===== src/rtl/wash_pkg.sv =====
// Shared definitions for the wash controller and its phase timer: state codes,
// timer FSM encoding, default phase durations and state decode helpers.
package wash_pkg;

    typedef enum logic [3:0] {
        ST_IDLE  = 4'd0,
        ST_READY = 4'd1,
        ST_SOAK  = 4'd2,
        ST_WASH  = 4'd3,
        ST_RINSE = 4'd4,
        ST_SPIN  = 4'd5,
        ST_DONE  = 4'd6
    } wash_state_e;

    typedef enum logic [1:0] {
        T_WAIT,
        T_TIMING,
        T_EXPIRED
    } timer_fsm_e;

    localparam int SOAK_CYC_DEF  = 20;
    localparam int WASH_CYC_DEF  = 40;
    localparam int RINSE_CYC_DEF = 30;
    localparam int SPIN_CYC_DEF  = 50;

    // Codes above DONE are not legal controller states and fall back to IDLE.
    function automatic wash_state_e decode_state(input logic [3:0] code);
        if (code <= 4'd6) return wash_state_e'(code);
        return ST_IDLE;
    endfunction

    function automatic logic is_timed(input wash_state_e s);
        return s inside {ST_SOAK, ST_WASH, ST_RINSE, ST_SPIN};
    endfunction

    function automatic logic is_motor_phase(input wash_state_e s);
        return s inside {ST_WASH, ST_RINSE, ST_SPIN};
    endfunction

endpackage


===== src/rtl/wash_tach_watchdog.sv =====
// Motor stall watchdog: counts cycles since the last tach pulse while the motor
// should be turning, and latches a sticky failure flag when the limit is reached.
module wash_tach_watchdog
    import wash_pkg::*;
#(
    parameter int TACH_TIMEOUT = 16
) (
    input  logic clock,
    input  logic reset_n,
    input  logic active,
    input  logic restart,
    input  logic clear,
    input  logic run,
    input  logic tach,
    output logic failure
);

    localparam int CW = $clog2(TACH_TIMEOUT) + 1;
    localparam logic [CW-1:0] LIMIT = CW'(TACH_TIMEOUT);

    logic [CW-1:0] cnt_q, cnt_d;
    logic          fail_q, fail_d;

    // NOTE: every always_comb output gets a default first so no latch is inferred.
    always_comb begin
        cnt_d  = cnt_q;
        fail_d = fail_q;
        if (clear) fail_d = 1'b0;
        // A tach pulse on the limit cycle wins over the failure.
        if (!active || restart || tach) begin
            cnt_d = '0;
        end else if (run && cnt_q < LIMIT) begin
            cnt_d = cnt_q + 1'b1;
            if (cnt_q == LIMIT - 1'b1) fail_d = 1'b1;
        end
    end

    // NOTE: sequential state uses non-blocking assignments only.
    always_ff @(posedge clock or negedge reset_n) begin
        if (!reset_n) begin
            cnt_q  <= '0;
            fail_q <= 1'b0;
        end else begin
            cnt_q  <= cnt_d;
            fail_q <= fail_d;
        end
    end

    assign failure = fail_q;

endmodule


===== src/rtl/wash_phase_timer.sv =====
// Phase timer for the wash controller: phase countdown, motor stall watchdog and
// spin imbalance detector. Define WASH_TIMER_PAUSE_EN to add the pause input.
module wash_phase_timer
    import wash_pkg::*;
#(
    parameter int SOAK_CYC     = SOAK_CYC_DEF,
    parameter int WASH_CYC     = WASH_CYC_DEF,
    parameter int RINSE_CYC    = RINSE_CYC_DEF,
    parameter int SPIN_CYC     = SPIN_CYC_DEF,
    parameter int TACH_TIMEOUT = 16,
    parameter int OOB_WINDOW   = 32,
    parameter int OOB_LIMIT    = 4
) (
    input  logic        clock,
    input  logic        reset_n,
    input  logic [3:0]  state,
    input  logic        motor_tach,
    input  logic        vib_pulse,
`ifdef WASH_TIMER_PAUSE_EN
    input  logic        pause,
`endif
    output logic        sig_Time_Out,
    output logic        sig_Out_Of_Balance,
    output logic        sig_Motor_Failure,
    output logic [15:0] remaining
);

    localparam int WW = $clog2(OOB_WINDOW) + 1;
    localparam int VW = $clog2(OOB_LIMIT) + 1;
    localparam logic [WW-1:0] WIN_LAST = WW'(OOB_WINDOW - 1);
    localparam logic [VW-1:0] VIB_LIM  = VW'(OOB_LIMIT);

    wash_state_e cur_ph, ph_q;
    timer_fsm_e  fsm_q, fsm_d;
    logic [15:0] rem_q, rem_d, dur;
    logic        to_q, to_d;
    logic [WW-1:0] win_q, win_d;
    logic [VW-1:0] vcnt_q, vcnt_d, vib_next;
    logic        hit_q, hit_d, oob_q, oob_d;
    logic        phase_change, run;

`ifdef WASH_TIMER_PAUSE_EN
    assign run = ~pause;
`else
    assign run = 1'b1;
`endif

    assign cur_ph       = decode_state(state);
    assign phase_change = (cur_ph != ph_q);

    always_comb begin
        case (cur_ph)
            ST_SOAK:  dur = 16'(SOAK_CYC - 1);
            ST_WASH:  dur = 16'(WASH_CYC - 1);
            ST_RINSE: dur = 16'(RINSE_CYC - 1);
            ST_SPIN:  dur = 16'(SPIN_CYC - 1);
            default:  dur = '0;
        endcase
    end

    // Phase countdown; a phase change always abandons the current count silently.
    always_comb begin
        fsm_d = fsm_q;
        rem_d = rem_q;
        to_d  = 1'b0;
        if (phase_change) begin
            fsm_d = is_timed(cur_ph) ? T_TIMING : T_WAIT;
            rem_d = dur;
        end else if (fsm_q == T_TIMING && run) begin
            if (rem_q == '0) begin
                to_d  = 1'b1;
                fsm_d = T_EXPIRED;
            end else begin
                rem_d = rem_q - 1'b1;
            end
        end
    end

    // Imbalance detector; the hit flag delays the sticky flag by one cycle.
    assign vib_next = (vib_pulse && vcnt_q < VIB_LIM) ? vcnt_q + 1'b1 : vcnt_q;

    always_comb begin
        win_d  = win_q;
        vcnt_d = vcnt_q;
        hit_d  = 1'b0;
        oob_d  = oob_q;
        if (cur_ph != ST_SPIN || phase_change) begin
            win_d  = '0;
            vcnt_d = '0;
            oob_d  = 1'b0;
        end else begin
            oob_d = oob_q | hit_q;
            if (run) begin
                hit_d = (vib_next >= VIB_LIM);
                if (win_q == WIN_LAST) begin
                    win_d  = '0;
                    vcnt_d = '0;
                end else begin
                    win_d  = win_q + 1'b1;
                    vcnt_d = vib_next;
                end
            end
        end
    end

    always_ff @(posedge clock or negedge reset_n) begin
        if (!reset_n) begin
            ph_q   <= ST_IDLE;
            fsm_q  <= T_WAIT;
            rem_q  <= '0;
            to_q   <= 1'b0;
            win_q  <= '0;
            vcnt_q <= '0;
            hit_q  <= 1'b0;
            oob_q  <= 1'b0;
        end else begin
            ph_q   <= cur_ph;
            fsm_q  <= fsm_d;
            rem_q  <= rem_d;
            to_q   <= to_d;
            win_q  <= win_d;
            vcnt_q <= vcnt_d;
            hit_q  <= hit_d;
            oob_q  <= oob_d;
        end
    end

    wash_tach_watchdog #(
        .TACH_TIMEOUT (TACH_TIMEOUT)
    ) u_tach_wd (
        .clock   (clock),
        .reset_n (reset_n),
        .active  (is_motor_phase(cur_ph)),
        .restart (phase_change),
        .clear   (cur_ph == ST_IDLE),
        .run     (run),
        .tach    (motor_tach),
        .failure (sig_Motor_Failure)
    );

    assign sig_Time_Out       = to_q;
    assign sig_Out_Of_Balance = oob_q;
    assign remaining          = rem_q;

endmodule


===== config.mk =====
export PLATFORM = sky130hd
export DESIGN_NAME = wash_phase_timer
export DESIGN_NICKNAME = d
export VERILOG_FILES = /design/src/rtl/wash_pkg.sv /design/src/rtl/wash_tach_watchdog.sv /design/src/rtl/wash_phase_timer.sv
export SDC_FILE = /design/constraint.sdc
export NUM_CORES = 1
export LEC_CHECK = 0
export CORE_UTILIZATION = 30
export DETAILED_ROUTE_END_ITERATION = 10
export HOLD_SLACK_MARGIN = 0.02
export PLACE_DENSITY = 0.52
export SETUP_SLACK_MARGIN = 0.15
export SYNTH_ARGS = -nofsm -noshare
export SYNTH_HDL_FRONTEND = slang
export SYNTH_SLANG_ARGS = --single-unit

===== constraint.sdc =====
create_clock -name clock -period 1.9 [get_ports clock]
set_clock_uncertainty 0.1 [all_clocks]
set_input_delay 0.19 -clock clock [delete_from_list [all_inputs] [get_ports clock]]
set_output_delay 0.19 -clock clock [all_outputs]
set_load 0.05 [all_outputs]

==> results.sh <==
export IMPL_synth_edf_count=0
export IMPL_gp_congestion=0.797
export IMPL_drt_met1_wl_um=2390
export IMPL_ant_nets=0
export IMPL_cp_required_ns=1.98
export IMPL_r2r_setup_slack_ns=-0.05
export IMPL_drt_first_pass_iters=4
export IMPL_r2r_end="remaining[15]"
export IMPL_postPlaceCellArea_sq_um=2860
export IMPL_crit_slowest_cell="or4_4"
export IMPL_drt_iter0_markers=69
export IMPL_die_area_sq_um=7430
export IMPL_num_fill_cells=642
export IMPL_multi_input_area_sq_um=1430
export IMPL_cp_endpoint="remaining[15]"
export IMPL_leakage_uw=0.00158
export IMPL_initial_core_util_pct=31.1
export IMPL_grt_setup_unrepaired="yes"
export IMPL_stdcell_count=378
export IMPL_die_h_um=86.2
export IMPL_cp_startpoint="remaining[5]"
export IMPL_worstMarginPinSlew_ns=0.518
export IMPL_drv_slew=0
export IMPL_arrival_ns=2.03
export IMPL_r2r_cells=5
export IMPL_dr_wl_met2_um=2430
export IMPL_place_detailed_hpwl_um=3440
export IMPL_synth_area_leader_cell="dfrtp_1"
export IMPL_ys_seq_elements=40
export IMPL_numCtsBuffers=5
export IMPL_max_cap_viol_count=0
export IMPL_setup_violations=4
export IMPL_cts_sinks=40
export IMPL_max_freq_mhz=514
export IMPL_highest_layer="met4"
export IMPL_overflow=0
export IMPL_ys_warnings_count=0
export IMPL_grt_pass1_vias=1834
export IMPL_num_vias=1753
export IMPL_synth_avg_cell_area_sq_um=10.6
export IMPL_fin_crit_sh_pct=102
export IMPL_yosys_area_top_type_share_pct=47.1
export IMPL_crit_chain="or4_4, or4_4, nor3_2, xnor2_1, nor2_2"
export IMPL_ys_seq_area_share_pct=47.1
export IMPL_violations="setup timing"
export IMPL_path_clk_slew_ns=0.08
export IMPL_final_layout_size_suffix_gt1_share_pct=47.9
export IMPL_critical_path_most_common_cell="or4_4"
export IMPL_wl_met3_um=104
export IMPL_hp_class="input pin to asynchronous set/reset pin"
export IMPL_power_uw=2150
export IMPL_synth_cell_types=49
export IMPL_cts_tree="yes"
export IMPL_grt_pass1_wl_um=8420
export IMPL_final_util_pct=49.9
export IMPL_startpoint_type="flop"
export IMPL_routed_wl_um=4960
export IMPL_num_rows=30
export IMPL_final_min_clock_period_ns=1.95
export IMPL_wl_per_cell_um=13.1
export IMPL_relSlewSlack_pct=65.2
export IMPL_crit_family="simple AND/OR/NAND/NOR gates"
export IMPL_yosys_top_cells_area="dfrtp_1 (47%), mux2i_1 (4.2%), xnor2_1 (4.1%)"
export IMPL_hold_viol=0
export IMPL_path_buf_inv=0
export IMPL_async_reset_ff_share_pct=100
export IMPL_antenna_found_initial=0
export IMPL_synthesis_nets=214
export IMPL_syn_to_final_growth_pct=60.1
export IMPL_seq_area_sq_um=1010
export IMPL_coreArea_sq_um=6830
export IMPL_clockBufferDepth=2
export IMPL_tns_ns=-0.129
export IMPL_syn_area_sq_um=2130
export IMPL_clkLatencyLatePin_ns=0.29
export IMPL_critPathKind="flop to flop"
export IMPL_htreeDepth=2
export IMPL_cts_root_buffer="clkbuf_8"
export IMPL_placedCellCount=363
export IMPL_crit_fanout=3
export IMPL_r2r_start="remaining[5]"
export IMPL_peakVddDrop_uv=255
export IMPL_synthCells=200
export IMPL_die_w_um=86.2
export IMPL_power_density_nw_per_um2=631
export IMPL_drc=0
export IMPL_cp_end_kind="flop"
export IMPL_portBuffers=26
export IMPL_grt_start_max_net_pins=23
export IMPL_status="finished with violations"
export IMPL_via_per_inst=4.64
export IMPL_synth_ff_type="dfrtp_1"
export IMPL_fin_nets=295
export IMPL_antenna_cells=0
export IMPL_cp_slowest_stage_delay_ns=0.54
export IMPL_worst_path_stages=5
export IMPL_setup_ws_ns=-0.0457
export IMPL_grt_usage_pct=14.4
export IMPL_ios=27
export IMPL_postLayoutCellArea_sq_um=3410
## logic make-up after synthesis
family / after synthesis / synth area share (%)
other: 1 / 0.176
AND/OR/NAND/NOR: 84 / 23.5
buffers and inverters: 14 / 3.35
flip-flops: 40 / 47.1
XOR/XNOR: 19 / 7.82
adder cells (fa/ha/maj): 6 / 3.53
AO/OA/AOI/OAI: 24 / 8.71
multiplexers: 12 / 5.82
## repair_timing
item / 4_1_cts / 5_1_grt
hold endpoints to repair: 20 / 0
setup endpoints to repair: 43 / 38
cloned: 1 / 0
pin swaps: 24 / 20
hold buffers: 1 / 0
buffers inserted: 4 / 1
gates resized for setup: 62 / 29
## worst reg2reg max path, stage by stage, from the launching register on
cell	delay, ns
dfrtp_2	0.40
or4_4	0.54
or4_4	0.46
nor3_2	0.15
xnor2_1	0.15
nor2_2	0.04
## cell type report
| type | instances | share of cell area, % |
|---|---|---|
| Multi-Input combinational cell | 146 | 42.0 |
| Clock buffer | 6 | 2.13 |
| Sequential cell | 40 | 29.8 |
| Tap cell | 96 | 3.53 |
| Inverter | 7 | 0.771 |
| Timing Repair Buffer | 81 | 21.5 |
| Clock inverter | 2 | 0.367 |
## report_power, final
group | internal, uW | switching (uW) | total [uW]
clock | 257 | 297 | 554
combinational | 334 | 369 | 703
sequential | 876 | 16.9 | 893
## cells in the final DEF, fill, tap and decap left out, drive strengths merged, types with 4 or more instances in the layout
cell type	synthesis	layout
a21oi	7	7
buf	5	60
clkbuf	2	7
dfrtp	40	40
dlygate4sd2	0	13
ha	6	6
inv	7	7
mux2i	9	9
nand2	4	4
nand2b	4	4
nand3	5	5
nor2	22	22
nor3	14	14
nor4	8	8
nor4b	4	4
o21ai	5	5
xnor2	10	10
xor2	9	9
## synthesized netlist by cell type, types with 2 or more instances
library cell / instances
nand2_1: 4
inv_1: 7
nor3_2: 2
nor3_1: 12
or3_1: 3
nor2_2: 3
nor4b_1: 4
a21o_1: 2
clkbuf_1: 2
buf_2: 3
nand4_1: 2
buf_6: 2
nand2b_1: 4
dfrtp_1: 40
a211oi_2: 2
xor2_1: 9
nand3b_1: 3
nand3_1: 5
nor4_1: 6
ha_1: 6
nor2_1: 19
nor4_2: 2
nor2b_1: 2
nor3b_1: 2
a21oi_1: 6
or2_2: 2
mux2_2: 3
xnor2_1: 10
mux2i_1: 9
o21ai_0: 5
## how the worst min path moves through the flow
stage,end,start,cells past startpoint
3_5_place_dp,remaining[14],reset_n,1
4_1_cts,ph_q[0],reset_n,2
2_1_floorplan,fsm_q[0],reset_n,0
5_1_grt,remaining[6],reset_n,2
3_3_place_gp,remaining[14],reset_n,1
6_report,ph_q[0],reset_n,2
## layer usage
layer | up-vias | global-route usage [%]
met5 | - | 0
met4 | 0 | 4.39
met3 | 4 | 3.05
met2 | 21 | 23.8
met1 | 853 | 18.9
li1 | 875 | -
## per-stage QoR
stage	hold WS [ns]	setup slack, ns
3_3_place_gp	0.0881	-0.254
5_1_grt	0.323	-0.0937
4_1_cts	0.315	-0.0466
6_report	0.299	-0.0457
3_5_place_dp	0.0918	-0.315
2_1_floorplan	-0.206	-0.264
## flip-flops by register name (all words and copies together) (netlist names)
signal / count
remaining: 16
sig_Time_Out: 1
vcnt_q: 3
u_tach_wd.cnt_q: 5
win_q: 6
ph_q: 4
sig_Out_Of_Balance: 1
fsm_q: 2
u_tach_wd.failure: 1
hit_q: 1
No activity file was read; power rests on OpenSTA's default activity.
